===== config.mk =====
export PLATFORM = sky130hd
export DESIGN_NAME = z_calculator_serial
export DESIGN_NICKNAME = d
export VERILOG_FILES = /design/src/rtl/z_calculator_serial.sv
export SDC_FILE = /design/constraint.sdc
export NUM_CORES = 1
export LEC_CHECK = 0
export ABC_AREA = 0
export CORE_MARGIN = 5
export CORE_UTILIZATION = 60
export DETAILED_ROUTE_END_ITERATION = 8
export GPL_TIMING_DRIVEN = 0
export HOLD_SLACK_MARGIN = 0.06
export PLACE_DENSITY = 0.86
export SLEW_MARGIN = 20
export SYNTH_ARGS = -nofsm -noshare
export SYNTH_HDL_FRONTEND = slang
export SYNTH_SLANG_ARGS = --single-unit

===== constraint.sdc =====
create_clock -name Clk -period 8.6 [get_ports Clk]
set_input_delay 0.86 -clock Clk [delete_from_list [all_inputs] [get_ports Clk]]
set_output_delay 0.86 -clock Clk [all_outputs]
set_load 0.03 [all_outputs]

===== src/rtl/z_calculator_serial.sv =====
// rtl/z_calculator_serial.sv - serial Z(x) error-evaluator calculator over GF(2^M) (optional ZCALC_SIGMA_DEG_EN)
module z_calculator_serial #(
   parameter int          M         = 8,
   parameter int          T         = 8,
   parameter int unsigned PRIM_POLY = 32'h11D
) (
   input  logic                 Clk,
   input  logic                 Reset,
   input  logic                 Start,
   input  logic [T*M-1:0]       Sigma_flat,
   input  logic [T*M-1:0]       S_flat,
   output logic                 Busy,
   output logic                 Done,
`ifdef ZCALC_SIGMA_DEG_EN
   output logic [$clog2(T+1)-1:0] Sigma_Deg,
   output logic                 Deg_Err,
`endif
   output logic [T*M-1:0]       Zed_flat
);

   localparam int          IW      = $clog2(T+1);
   localparam logic [M-1:0] POLY_LO = M'(PRIM_POLY);

   // The STORE step is folded into the last INIT/MAC cycle of each coefficient,
   // so it has no state of its own.
   typedef enum logic [1:0] {ST_IDLE, ST_INIT, ST_MAC, ST_FIN} state_t;

   state_t          r_state;
   state_t          w_next;
   logic [T*M-1:0]  r_sig;
   logic [T*M-1:0]  r_s;
   logic [T*M-1:0]  r_zbuf;
   logic [T*M-1:0]  r_zed;
   logic [IW-1:0]   r_i;
   logic [IW-1:0]   r_j;
   logic [M-1:0]    r_acc;
   logic            r_done;

   logic [IW-1:0]   w_ij;
   logic [M-1:0]    w_sig_i;
   logic [M-1:0]    w_s_i;
   logic [M-1:0]    w_sig_j;
   logic [M-1:0]    w_s_ij;
   logic [M-1:0]    w_init_val;
   logic [M-1:0]    w_mac_val;
   logic [M-1:0]    w_store_val;
   logic            w_store;
   logic            w_busy;
   logic            w_last_i;

   // Shift-and-reduce GF(2^M) multiply, fully unrolled over the M bits of b.
   function automatic logic [M-1:0] gf_mul(input logic [M-1:0] a, input logic [M-1:0] b);
      logic [M-1:0] p;
      logic [M-1:0] x;
      p = '0;
      x = a;
      for (int n = 0; n < M; n++) begin
         if (b[n]) p = p ^ x;
         x = x[M-1] ? ((x << 1) ^ POLY_LO) : (x << 1);
      end
      return p;
   endfunction

   assign w_ij       = r_i - r_j;
   assign w_last_i   = (r_i == IW'(T));
   assign w_init_val = w_s_i ^ w_sig_i;
   assign w_mac_val  = r_acc ^ gf_mul(w_sig_j, w_s_ij);

   // Operand selection from the latched sigma/syndrome vectors by the i and j counters.
   always_comb begin
      w_sig_i = '0;
      w_s_i   = '0;
      w_sig_j = '0;
      w_s_ij  = '0;
      for (int k = 1; k <= T; k++) begin
         if (r_i == IW'(k)) begin
            w_sig_i = r_sig[(k-1)*M +: M];
            w_s_i   = r_s[(k-1)*M +: M];
         end
         if (r_j == IW'(k)) w_sig_j = r_sig[(k-1)*M +: M];
         if (w_ij == IW'(k)) w_s_ij = r_s[(k-1)*M +: M];
      end
   end

   // Next-state logic plus Busy and the merged store strobe.
   always_comb begin
      w_next      = r_state;
      w_busy      = 1'b0;
      w_store     = 1'b0;
      w_store_val = w_init_val;
      case (r_state)
         ST_IDLE: begin
            if (Start) w_next = ST_INIT;
         end
         ST_INIT: begin
            w_busy = 1'b1;
            if (r_i == IW'(1)) begin
               w_store = 1'b1;
               w_next  = w_last_i ? ST_FIN : ST_INIT;
            end else begin
               w_next = ST_MAC;
            end
         end
         ST_MAC: begin
            w_busy      = 1'b1;
            w_store_val = w_mac_val;
            if (r_j == r_i - IW'(1)) begin
               w_store = 1'b1;
               w_next  = w_last_i ? ST_FIN : ST_INIT;
            end
         end
         ST_FIN: begin
            w_next = ST_IDLE;
         end
         default: begin
            w_next = ST_IDLE;
         end
      endcase
   end

   // State register.
   always_ff @(posedge Clk) begin
      if (Reset) r_state <= ST_IDLE;
      else       r_state <= w_next;
   end

`ifdef ZCALC_SIGMA_DEG_EN
   logic [IW-1:0] w_deg;
   logic [IW-1:0] r_deg;
   logic          r_deg_err;

   // Highest non-zero sigma index of the latched job; later k overrides earlier.
   always_comb begin
      w_deg = '0;
      for (int k = 1; k <= T; k++) begin
         if (r_sig[(k-1)*M +: M] != '0) w_deg = IW'(k);
      end
   end

   // Degree and uncorrectable flag publish together with Zed_flat.
   always_ff @(posedge Clk) begin
      if (Reset) begin
         r_deg     <= '0;
         r_deg_err <= 1'b0;
      end else if (r_state == ST_FIN) begin
         r_deg     <= w_deg;
         r_deg_err <= (w_deg == '0) && (r_s != '0);
      end
   end

   assign Sigma_Deg = r_deg;
   assign Deg_Err   = r_deg_err;
`endif

   // Datapath: input latch, accumulator, counters, z buffer and published result.
   always_ff @(posedge Clk) begin
      if (Reset) begin
         r_sig  <= '0;
         r_s    <= '0;
         r_zbuf <= '0;
         r_zed  <= '0;
         r_i    <= '0;
         r_j    <= '0;
         r_acc  <= '0;
         r_done <= 1'b0;
      end else begin
         r_done <= 1'b0;
         case (r_state)
            ST_IDLE: begin
               if (Start) begin
                  r_sig <= Sigma_flat;
                  r_s   <= S_flat;
                  r_i   <= IW'(1);
               end
            end
            ST_INIT: begin
               r_acc <= w_init_val;
               r_j   <= IW'(1);
            end
            ST_MAC: begin
               r_acc <= w_mac_val;
               r_j   <= r_j + IW'(1);
            end
            ST_FIN: begin
               r_zed  <= r_zbuf;
               r_done <= 1'b1;
            end
            default: begin
            end
         endcase
         if (w_store) begin
            for (int k = 1; k <= T; k++) begin
               if (r_i == IW'(k)) r_zbuf[(k-1)*M +: M] <= w_store_val;
            end
            if (!w_last_i) r_i <= r_i + IW'(1);
         end
      end
   end

   assign Busy     = w_busy;
   assign Done     = r_done;
   assign Zed_flat = r_zed;

endmodule


; ---- Yosys cells after proc, flatten, opt, wreduce, memory -nomap -nowiden
; Cells that the tools add are included.
[classes]
n_eq_ne = 30
n_addsub = 4
bitwise = 16
n_reduce_logical = 13
mux = 64
[op_table]
columns = cell, n
row1 = 8-bit two-way mux, 41
row2 = 8-bit XOR, 9
row3 = "4-bit by 3-bit == test with 1-bit output, second input constant", 12
row4 = 5-bit two-way mux, 7
row5 = 4-bit inverter, 7
row6 = "4-bit by 2-bit == test with 1-bit output, second input constant", 6
row7 = 2-bit AND reduction, 10
row8 = 4-bit two-way mux, 4
row9 = 8-bit case mux with 2 select lines, 1
row10 = "4-bit by 1-bit == test with 1-bit output, second input constant", 3
row11 = "4-bit == test, second input constant", 3
row12 = "4-bit by 1-bit adder with 4-bit output, second input constant", 2
row13 = 2-bit two-way mux, 4
row14 = 2-bit case mux with 4 select lines, 1
row15 = 4-bit case mux with 2 select lines, 1
row16 = "2-bit == test, second input constant", 2
row17 = 4-bit == test, 1
row18 = 1-bit two-way mux, 4
row19 = "2-bit != test, second input constant", 2
row20 = "4-bit by 1-bit subtractor with 4-bit output, second input constant", 1
row21 = 4-bit subtractor, 1
row22 = "2-bit by 1-bit == test with 1-bit output, second input constant", 1
row23 = 2-bit zero test, 1
row24 = 1-bit case mux with 2 select lines, 1
row25 = other kinds (2), 2
[totals]
out_inout_bits = 66
inputBits = 131
regBits = 275
elab_cells = 143

; ---- Logic depth before layout (Yosys ltp)
[depth]
ltp_word = 27
depth_mapped = 17
mapped_depth_nobuf = 14

; ---- Least setup slack after synthesis
; OpenSTA, ideal clock, no wires.
[synth_timing]
path_type = reg2reg
start = reg r_i[0]
end = reg r_acc[4]
t_arrival_ns = 4.053
required_ns = 8.452
period_less_slack_ns = 4.201
setup_time_ns = 0.148
stages_incl_launch_ff = 16
setup_slack_ns = 4.399
path_buffers = 1
path_cell_list = dfxtp_1 inv_1 ha_1 fa_1 clkinv_1 nor3_2 nand2_1 mux2i_1 buf_4 nand2_1 xnor2_1 xnor2_1 xnor3_1 and4_1 nor4_4 a311oi_1
[synth_between]
elab_chain_len = 27
elab_cells_between_ends = 59
classes_between = add/sub (1) / eq/ne (16) / mux (33) / bitwise (9)
[synth_lines]
columns = item, line_no
row1 = from (decl), 34  ; logic [IW-1:0] r_i;
row2 = from (signal assigned), 195  ; if (!w_last_i) r_i <= r_i + IW'(1);
row3 = 4-bit subtractor, 64  ; assign w_ij = r_i - r_j;
row4 = 4-bit by 1-bit == test with 1-bit output, 81  ; if (w_ij == IW'(k)) w_s_ij = r_s[(k-1)*M +: M];
row5 = 8-bit two-way mux (8 in series), 81
row6 = 8-bit two-way mux, 58  ; if (b[n]) p = p ^ x;
row7 = 8-bit XOR, 58
row8 = 8-bit two-way mux, 58
row9 = 8-bit XOR, 58
row10 = 8-bit two-way mux, 58
row11 = [... 4 more ...], n/a
row12 = 8-bit XOR, 58
row13 = 8-bit two-way mux, 58
row14 = 8-bit XOR, 58
row15 = 8-bit two-way mux, 58
row16 = 8-bit XOR, 58
row17 = 8-bit two-way mux, 58
row18 = 8-bit XOR, 67  ; assign w_mac_val = r_acc ^ gf_mul(w_sig_j, w_s_ij);
row19 = 8-bit case mux with 2 select lines *, 168  ; case (r_state)
row20 = to (signal assigned), 177  ; r_acc <= w_init_val;
row21 = to (signal assigned), 181  ; r_acc <= w_mac_val;
row22 = to (decl), 36  ; logic [M-1:0] r_acc;
; Mark *: on every way between the ends. The rest lies on a longest branch, timed or not.
; A chain may end at the register's enable or synchronous reset.

; ---- Final worst setup path
[layout_timing]
start = reg r_i[0]
end = reg r_acc[6]
; The elaborated chain is that of the path after synthesis.

==> metrics.txt <==
core area 0.0235 mm²; Post-Synth Simple-Gate Area 21.6%; R2R depth 16; Max Used Layer met4; Wirelength per Cell roughly 22 µm; Sequential Area 0.00551 mm²; compound-gate portion of the synthesized area between 10% and 20%; router iterations before antenna repair 6; top cells by count, synth 365 x nand2_1, 275 x dfxtp_1, 186 x a21oi_1, 163 x nor2_1, 87 x clkbuf_1; Initial Utilization about three fifths; maxcap violations 0; Psw 0.00144 W; Worst Path Required 9.01 ns; actual slew at the worst max-slew pin 1.09 ns; async set-reset flop share out of synthesis 0%; Clk pwr share just over 30%; clock root buffer clkbuf_16; setup TNS 0 ns; main flop type after synthesis dfxtp_1; adder-cell share of the synthesized area under 10%; die width 165 µm; mean area per synthesized cell 8.19 µm²; Hold Buf Count CTS 0; register area share after synthesis ~38%; gr ovfl total 0; Multi-input gate area 0.00820 mm²; Slew Limit Headroom 27.0%; switching part of the total between 30% and 40%; maximum vdd drop 0.200 mV; RSZ-0062 raised after global routing no; Hold WC Path Type flop to flop; Final min period 5.73 ns; syn_nets 1897; Worst-path clk slew roughly 0.070 ns; Max Transition Viols Final 0; Layout Skew 0.0216 ns; Sink Count 275; critical path peak fanout 10; achievable frequency 174 MHz; Cell Rows 56; Synth area leaders dfxtp_1 38%, nand2_1 9.6%, a21oi_1 6.5%, mux2i_1 5.6%, nor2_1 4.3%; critical path endpoint category flop; CP startpoint kind flop; Resized cells post-CTS 0; DRC errors left 0; initial drt markers 1638; PwrDens roughly 220 mW/mm²; first-pass GRT wire length 77700 µm; Int Power about 0.0025 W; number of enable flip-flop cells after synthesis 0; Cell Count, Final, Fillers Out 2315; All-Layer GR Usage 36.6%; Leak ~6.1 nW; Setup Viol. Count Final 0; Tcrit/Tclk final 66.6%; largest net degree at the start of global routing 16; die area 0.0271 mm²; CTS max path bufs 3; Synth Area in XOR/XNOR 7.67%; result of the run completed; layout cells sized above 1 6.56%; crit path kind flop to flop; # diodes 0; cts bufs inserted 28; synth unique cells 88; Reg power frac 37.7%; CTS tree built; Synth top area share 38.4%; H-tree depth 1; share of synthesized area spent on multiplexers 6.61%; chip height 165 µm; count leader, synth nand2_1; Routed WL 50700 µm; routability congestion estimate from global placement 1.07; vias in the first global route 13863; # fillers approximately 1700; Comb pwr share 31.2%; synthesized area 0.0143 mm²; Post-Place Cells 2265; Synth warnings 0; hpwl dp 38400 µm; Mapped Cells 1749; fin nets ~2100; cell taking the most area after synthesis dfxtp_1; largest family of logic cells by synthesized area simple AND/OR/NAND/NOR gates; Worst-Skew Late Latency 0.58 ns; I/O pins 197; initial antenna violation count 0; Met2 Wirelength 23600 µm; vias per inst just over 6; synthesized flop and latch total 275; met3 WL 4960 µm; hold depth 2; Final Hold Vio Count 0; post-CTS setup buffers 0; PortBufs 195; ANT nets after route 0; wl on met1 19200 µm; P&R area growth vs syn 23.0%; total number of vias 14388; WP data arrival 6.14 ns
[cell type report]
cell class | instances | share of cell area, %
Sequential cell | 275 | 31.2
Timing Repair Buffer | 197 | 11.2
Buffer | 126 | 3.17
Clock buffer | 38 | 4.41
Inverter | 20 | 0.426
Tap cell | 319 | 2.26
Clock inverter | 12 | 0.802
Multi-Input combinational cell | 1328 | 46.5
[kinds of logic after synthesis]
group                    count (synthesis)
multiplexers                            92
flip-flops                             275
AND/OR/NAND/NOR                        693
buffers and inverters                  146
adder cells (fa/ha/maj)                 17
XOR/XNOR                                99
AO/OA/AOI/OAI                          427
[power groups by stage]
stage	registers (W)	clock network, W	logic [W]
3_3_place_gp	0.00151	0	0.00118
5_1_grt	0.00149	0.00128	0.00132
4_1_cts	0.00149	0.00122	0.00120
3_5_place_dp	0.00151	0	0.00120
2_1_floorplan	0.00146	0	0.000828
6_report	0.00149	0.00123	0.00124
[state kept, by name, indices dropped and copies added (netlist names), named ones only]
register and cells:
r_s 64, Done 1, r_sig 64, r_j 4, Zed_flat 64, r_i 3
r_acc 8, r_state 2, r_zbuf 64
[critical path, stage by stage (launching register included)]
cell and delay [ns]:
dfxtp_1 0.50, inv_1 0.16, ha_1 0.25, fa_1 0.42, xnor2_1 0.27, buf_2 0.29, buf_1 0.41, nand3_1 0.16
a31oi_1 0.46, o41ai_2 0.23, nor2_1 0.53, a311oi_1 0.25, o211a_1 0.28, or3_1 0.39, and3_1 0.22, nor3_4 0.53
o32ai_1 0.20
[stage by stage]
| step | setup slack [ns] | power, W | util, % | hold WS [ns] | area (µm²) |
|---|---|---|---|---|---|
| detailed placement | 3.16 | 0.00271 | 71.2 | 0.449 | 16700 |
| floorplan | 4.40 | 0.00229 | - | 0.432 | 14300 |
| finish | 2.87 | 0.00396 | 75.1 | 0.455 | 17600 |
| global route | 2.72 | 0.00409 | 75.1 | 0.482 | 17600 |
| global placement | 3.22 | 0.00269 | 71.1 | 0.443 | 16700 |
| CTS | 3.05 | 0.00391 | 75.1 | 0.457 | 17600 |
[per-layer routing]
layer	up-vias	global-route usage, %
li1	6557	-
met1	6709	45.0
met2	911	61.5
met3	211	6.34
met4	0	19.0
met5	-	0
[cell usage in the layout (no fill, tap or decap), types with 19 or more instances in the layout]
master / instances
nor2_1: 163
nand3_1: 33
dfxtp_1: 275
mux2i_1: 80
clkbuf_1: 93
a211oi_1: 39
clkdlybuf4s50_1: 195
nand3b_1: 26
clkbuf_16: 28
xor2_1: 26
o211ai_1: 19
o21ai_0: 47
xnor2_1: 54
nand2_1: 365
a21oi_1: 186
[worst paths after layout]
| path | startpoint | slack, ns | endpoint |
|---|---|---|---|
| worst max register to register | r_i[0] | 2.87 | r_acc[6] |
| worst min register to register | r_zbuf[0] | 0.46 | r_zbuf[0] |
| worst min-delay path | r_zbuf[0] | 0.46 | r_zbuf[0] |
| worst max-delay path | r_i[0] | 2.87 | r_acc[6] |
Note: power is estimated with default switching activity, not from simulation.
==> RTL change 1, RTL diff (same flow settings) <==
Add an input register stage for `Start`, `Sigma_flat` and `S_flat`, with the module's reset; this delays them by one clock.
--- a/src/rtl/z_calculator_serial.sv
+++ b/src/rtl/z_calculator_serial.sv
@@ -25,6 +25,22 @@
    // so it has no state of its own.
    typedef enum logic [1:0] {ST_IDLE, ST_INIT, ST_MAC, ST_FIN} state_t;
 
+   logic Start_q;
+   logic [T*M-1:0] Sigma_flat_q;
+   logic [T*M-1:0] S_flat_q;
+
+   always_ff @(posedge Clk) begin
+      if (Reset) begin
+         Start_q      <= '0;
+         Sigma_flat_q <= '0;
+         S_flat_q     <= '0;
+      end else begin
+         Start_q      <= Start;
+         Sigma_flat_q <= Sigma_flat;
+         S_flat_q     <= S_flat;
+      end
+   end
+
    state_t          r_state;
    state_t          w_next;
    logic [T*M-1:0]  r_sig;
@@ -90,7 +106,7 @@
       w_store_val = w_init_val;
       case (r_state)
          ST_IDLE: begin
-            if (Start) w_next = ST_INIT;
+            if (Start_q) w_next = ST_INIT;
          end
          ST_INIT: begin
             w_busy = 1'b1;
@@ -167,9 +183,9 @@
          r_done <= 1'b0;
          case (r_state)
             ST_IDLE: begin
-               if (Start) begin
-                  r_sig <= Sigma_flat;
-                  r_s   <= S_flat;
+               if (Start_q) begin
+                  r_sig <= Sigma_flat_q;
+                  r_s   <= S_flat_q;
                   r_i   <= IW'(1);
                end
             end
Check against the original RTL: not equivalent (a bounded check fails within 4 cycles, from zero or initial values and one cycle with Reset high).
==> RTL change 1 against the unedited design <==
- the flow now finishes with violations (design-rule violations)
- synthesized cell count grew 15%
- final area grew 22%
- routed wire length grew 17%
- worst hold slack lost 24 ps
- clock power grew 43%
- setup slack gained 300 ps
- synthesized area grew 23%
- total power grew 22%
- sequential cell count grew 129
- count of clock-buffer cells in the layout grew 20
- largest cell class unchanged
- highest routed layer unchanged
==> RTL change 1: results (changes against the unedited design) <==
Outcome: complete, but fails checks (was complete, no violations)
Failing checks: design-rule violations
Non-Filler Instances: 2669 (was 2315)
Via density: 6.02 (was 6.22)
Fin nets: 2402 (was 2124)
Largest net degree at the start of global routing: 15 (was 16)
Crit-path max FO: 10 (unchanged)
Leak: 7.63 nW (was 6.10 nW)
CTS Root Cell: clkbuf_16 (unchanged)
WHS Endpoint: r_sig[22]$_SDFFE_PP0P_ (was r_zbuf[0]$_SDFFE_PP0P_)
Worst-Skew Late Latency: 530 ps (was 580 ps)
Initial antenna violation count: 0 (unchanged)
R2R setup slack: 3170 ps (was 2870 ps)
Hold path cells: 2 (unchanged)
Slew headroom: 0.283 (was 0.270)
Total GRT Usage: 0.347 (was 0.366)
Iteration count of the initial detailed-routing pass: 9 (was 6)
Clk pin slew, worst setup/hold paths: 70 ps (about the same)
FF-to-FF End: r_zbuf[33]$_SDFFE_PP0P_ (was r_acc[6]$_SDFFE_PP0N_)
Total CTS buffers: 40 (was 28)
Post-Place Cells: 2596 (was 2265)
Final Skew: 16.1 ps (was 21.6 ps)
Largest cells by area after synthesis: dfxtp_1, nand2_1, a21oi_1 (unchanged)
Routed len/inst: 22.3 um (was 21.9 um)
First-pass GRT wire length: 90400 um (was 77700 um)
Sequential area share after synthesis: 0.459 (was 0.384)
Area after DPL: 0.0201 mm2 (was 0.0167 mm2)
Place WS: 3420 ps (was 3160 ps)
Iter 0 DRT Violations: 1743 (was 1638)
Synthesized net count: 2164 (was 1897)
Worst Reg-to-Reg Cells: 14 (was 16)
Cell variety after synth: 85 (was 88)
Vias in the first global route: 15700 (was 13900)
Fraction of final layout cells sized beyond drive strength 1: 0.0683 (was 0.0656)
Cells after synthesis: 2016 (was 1749)
Max rail drop VDD: 0.000199 V (was 0.000200 V)
# resized after CTS: 0 (unchanged)
Routability congestion estimate: 1.02 (was 1.07)
Ys async rst share: 0 (unchanged)
Post-CTS setup buffer count: 0 (unchanged)
HP Start: Sigma_flat_q[22]$_SDFF_PP0_ (was r_zbuf[0]$_SDFFE_PP0P_)
DPL Wire Length: 44400 um (was 38400 um)
Drt drc: 1 (was 0)
Critical Path Source: r_i[0]$_SDFF_PP0_ (unchanged)
Worst Path Arrival: 5880 ps (was 6140 ps)
Antenna Cells: 0 (unchanged)
Post-synth top cells: dfxtp_1, nand2_1, a21oi_1 (was nand2_1, dfxtp_1, a21oi_1)
Synth warn: 0 (unchanged)
H-tree Lvls: 2 (was 1)
-- RTL change 1: routing by layer --
layer  part of all wire  track usage  routed length (um)  vias to the layer above
li1                   -            -                   -                     7331
met1               0.40        0.462               23700                     7582
met2               0.47        0.572               27700                      967
met3              0.094       0.0550                5630                      175
met4              0.041        0.134                2460                        0
met5                  0            0                   0                        -
-- RTL change 1: worst max path at each step --
stage                                   end  slack (ps)  cells after the start
floorplan           r_zbuf[22]$_SDFFE_PP0P_        4670                     14
global placement     r_zbuf[9]$_SDFFE_PP0P_        2880                     14
detailed placement  r_zbuf[17]$_SDFFE_PP0P_        3420                     14
CTS                 r_zbuf[33]$_SDFFE_PP0P_        3340                     14
global route        r_zbuf[33]$_SDFFE_PP0P_        2980                     14
finish              r_zbuf[33]$_SDFFE_PP0P_        3170                     14
-- RTL change 1: power by group --
group | switching [W] | total (W) | internal [W]
sequential | 0.0000754 | 0.00203 | 0.00195
clock | 0.000738 | 0.00176 | 0.00102
combinational | 0.000679 | 0.00105 | 0.000373
-- RTL change 1: cell families (layout without fill, tap and decap cells) --
kind of cell | Yosys count | count (layout) | synth area share
xor gates and xnor gates | 99 | 99 | 0.0649
and+or+nand+nor | 819 | 819 | 0.213
muxes | 93 | 93 | 0.0576
buffers and inverters | 153 | 422 | 0.0364
AOI/OAI and AO/OA | 431 | 431 | 0.156
adders and majority gates | 17 | 17 | 0.0125
DFF | 404 | 404 | 0.459
-- RTL change 1: worst max-delay path, cell delays in order (launching register included) --
cell and delay [ps]:
dfxtp_1 480, inv_1 160, ha_1 260, fa_1 630, buf_1 440, mux4_2 380, o221ai_1 580, nand2_1 340
nand2_1 160, xnor2_1 130, xnor3_1 250, xnor3_1 290, a21oi_1 890, nand2_1 160, a21oi_1 200
-- RTL change 1: per-stage QoR --
step / utilization / hold WS, ps / total power (W)
detailed placement: 0.696 / 428 / 0.00308
finish: 0.742 / 431 / 0.00484
global route: 0.742 / 452 / 0.00499
CTS: 0.742 / 438 / 0.00481
global placement: 0.695 / 425 / 0.00305
floorplan: - / 417 / 0.00270
-- RTL change 1: layout make-up --
cell class	instances	area, um2
Clock inverter	15	158
Inverter	23	86.3
Sequential cell	404	8090
Tap cell	384	480
Buffer	130	556
Clock buffer	58	1180
Multi-Input combinational cell	1459	8920
Timing Repair Buffer	196	1960
Fill cell	2109	7430
==> RTL change 2, RTL diff (config.mk and constraints unchanged) <==
Made on the original files. Build with the macro `ZCALC_SIGMA_DEG_EN` defined.
--- a/src/rtl/z_calculator_serial.sv
+++ b/src/rtl/z_calculator_serial.sv
@@ -1,4 +1,6 @@
 // rtl/z_calculator_serial.sv - serial Z(x) error-evaluator calculator over GF(2^M) (optional ZCALC_SIGMA_DEG_EN)
+`define ZCALC_SIGMA_DEG_EN
+
 module z_calculator_serial #(
    parameter int          M         = 8,
    parameter int          T         = 8,
Behaviour (old outputs only; new: Deg_Err and Sigma_Deg): no difference found for any inputs over 10 cycles, from zero or initial values and one cycle with Reset high; that may be too few to reach the edited logic, so the function may still have changed.
==> RTL change 2 against the unedited design <==
- global-route usage increased by 2.9 points
- setup slack improved by 330 ps
- routed wire length increased by 14%
- total power decreased by 13%
- sequential cell count increased by 5
- largest cell class unchanged
- synthesized area increased by 2.4%
- final area increased by 2.6%
- worst hold slack improved by 1.2 ps
==> RTL change 2: results (changes against the unedited design) <==
Port bufs: 201 (was 195)
Iteration count of the initial detailed-routing pass: 7 (was 6)
Routability congestion estimate: 1.03 (was 1.07)
Max rail drop VDD: 0.000193 V (was 0.000200 V)
Routed len/inst: 24.0 um (was 21.9 um)
Worst-Skew Late Latency: 560 ps (was 580 ps)
Worst path max stage delay: 750 ps (was 530 ps)
DPL Wire Length: 42700 um (was 38400 um)
Total GRT Usage: 0.395 (was 0.366)
Via density: 6.41 (was 6.22)
Outcome: complete, no violations (unchanged)
Metal2 WL: 26600 um (was 23600 um)
First-pass GRT wire length: 87200 um (was 77700 um)
Largest cells by area after synthesis: dfxtp_1, nand2_1, a21oi_1 (unchanged)
Worst Reg-to-Reg Cells: 17 (was 16)
Critical path's slowest cell: xnor3_1 (was nor2_1)
Crit-path max FO: 10 (unchanged)
Cells after synthesis: 1828 (was 1749)
Final Skew: 15.0 ps (was 21.6 ps)
Clk pin slew, worst setup/hold paths: 70 ps (about the same)
Met3 wire len: 5670 um (was 4960 um)
Layout filler cell count: 1719 (was 1714)
Fin nets: 2208 (was 2124)
Post-Place Cells: 2355 (was 2265)
Leak: 6.37 nW (was 6.10 nW)
Fraction of final layout cells sized beyond drive strength 1: 0.0563 (was 0.0656)
Post-synth top cells: nand2_1, dfxtp_1, a21oi_1 (unchanged)
Sequential area share after synthesis: 0.382 (was 0.384)
DRT Wirelength: 57800 um (was 50700 um)
Top delay family on crit path: XOR/XNOR gates (was simple AND/OR/NAND/NOR gates)
Sum of routed wire segments on met1: 20900 um (was 19200 um)
Largest net degree at the start of global routing: 15 (was 16)
Area after DPL: 0.0171 mm2 (was 0.0167 mm2)
Cell variety after synth: 83 (was 88)
Least-Margin Pin Slew: 1200 ps (was 1090 ps)
Synthesized net count: 1976 (was 1897)
Worst Path Arrival: 5880 ps (was 6140 ps)
Total CTS buffers: 27 (was 28)
Vias in the first global route: 15100 (was 13900)
Iter 0 DRT Violations: 2176 (was 1638)
-- RTL change 2: stage by stage --
step	total power [W]	utilization	setup slack (ps)
floorplan	0.00188	-	4580
detailed placement	0.00214	0.708	3430
finish	0.00344	0.748	3190
global route	0.00353	0.748	2820
CTS	0.00340	0.748	3360
global placement	0.00213	0.707	3470
-- RTL change 2: kinds of logic after synthesis --
kind of cell    after synthesis  synth area share
simple gates                736             0.223
buf+inv                     156            0.0449
flops                       280             0.382
xor+xnor                    117            0.0854
mux                         101            0.0714
compound gates              421             0.178
fa+ha+maj                    17            0.0150
-- RTL change 2: final timing paths --
kind,from,endpoint,slack (ps)
worst max-delay path,r_j[2]$_SDFFE_PP0N_,r_zbuf[9]$_SDFFE_PP0P_,3190
worst min-delay path,r_zbuf[0]$_SDFFE_PP0P_,r_zbuf[0]$_SDFFE_PP0P_,460
worst max register to register,r_j[2]$_SDFFE_PP0N_,r_zbuf[9]$_SDFFE_PP0P_,3190
worst min register to register,r_zbuf[0]$_SDFFE_PP0P_,r_zbuf[0]$_SDFFE_PP0P_,460
-- RTL change 2: final cells by class --
| cell class | instances | area (um2) | share of cell area |
|---|---|---|---|
| clock inverters | 9 | 144 | 0.00796 |
| multi-input cells | 1392 | 8440 | 0.467 |
| plain buffers | 128 | 554 | 0.0306 |
| well taps | 324 | 405 | 0.0224 |
| inverters | 28 | 105 | 0.00581 |
| repair buffers | 203 | 2020 | 0.112 |
| clock buffers | 39 | 811 | 0.0448 |
| flip-flops and latches | 280 | 5610 | 0.310 |
-- RTL change 2: report_power, final --
| part | total [W] | switching (W) | internal [W] |
|---|---|---|---|
| logic | 0.000712 | 0.000437 | 0.000275 |
| registers | 0.00144 | 0.0000912 | 0.00135 |
| clock network | 0.00128 | 0.000537 | 0.000747 |
-- RTL change 2: tightest hold or removal path: stages (launching register included) --
cell     delay (ps)
dfxtp_1         310
nand2_1          50
a21oi_1          50
-- RTL change 2: per-layer routing --
layer / vias up / GRT usage
met3: 294 / 0.0668
met5: - / 0
met2: 1121 / 0.657
li1: 6843 / -
met4: 0 / 0.257
met1: 7144 / 0.472
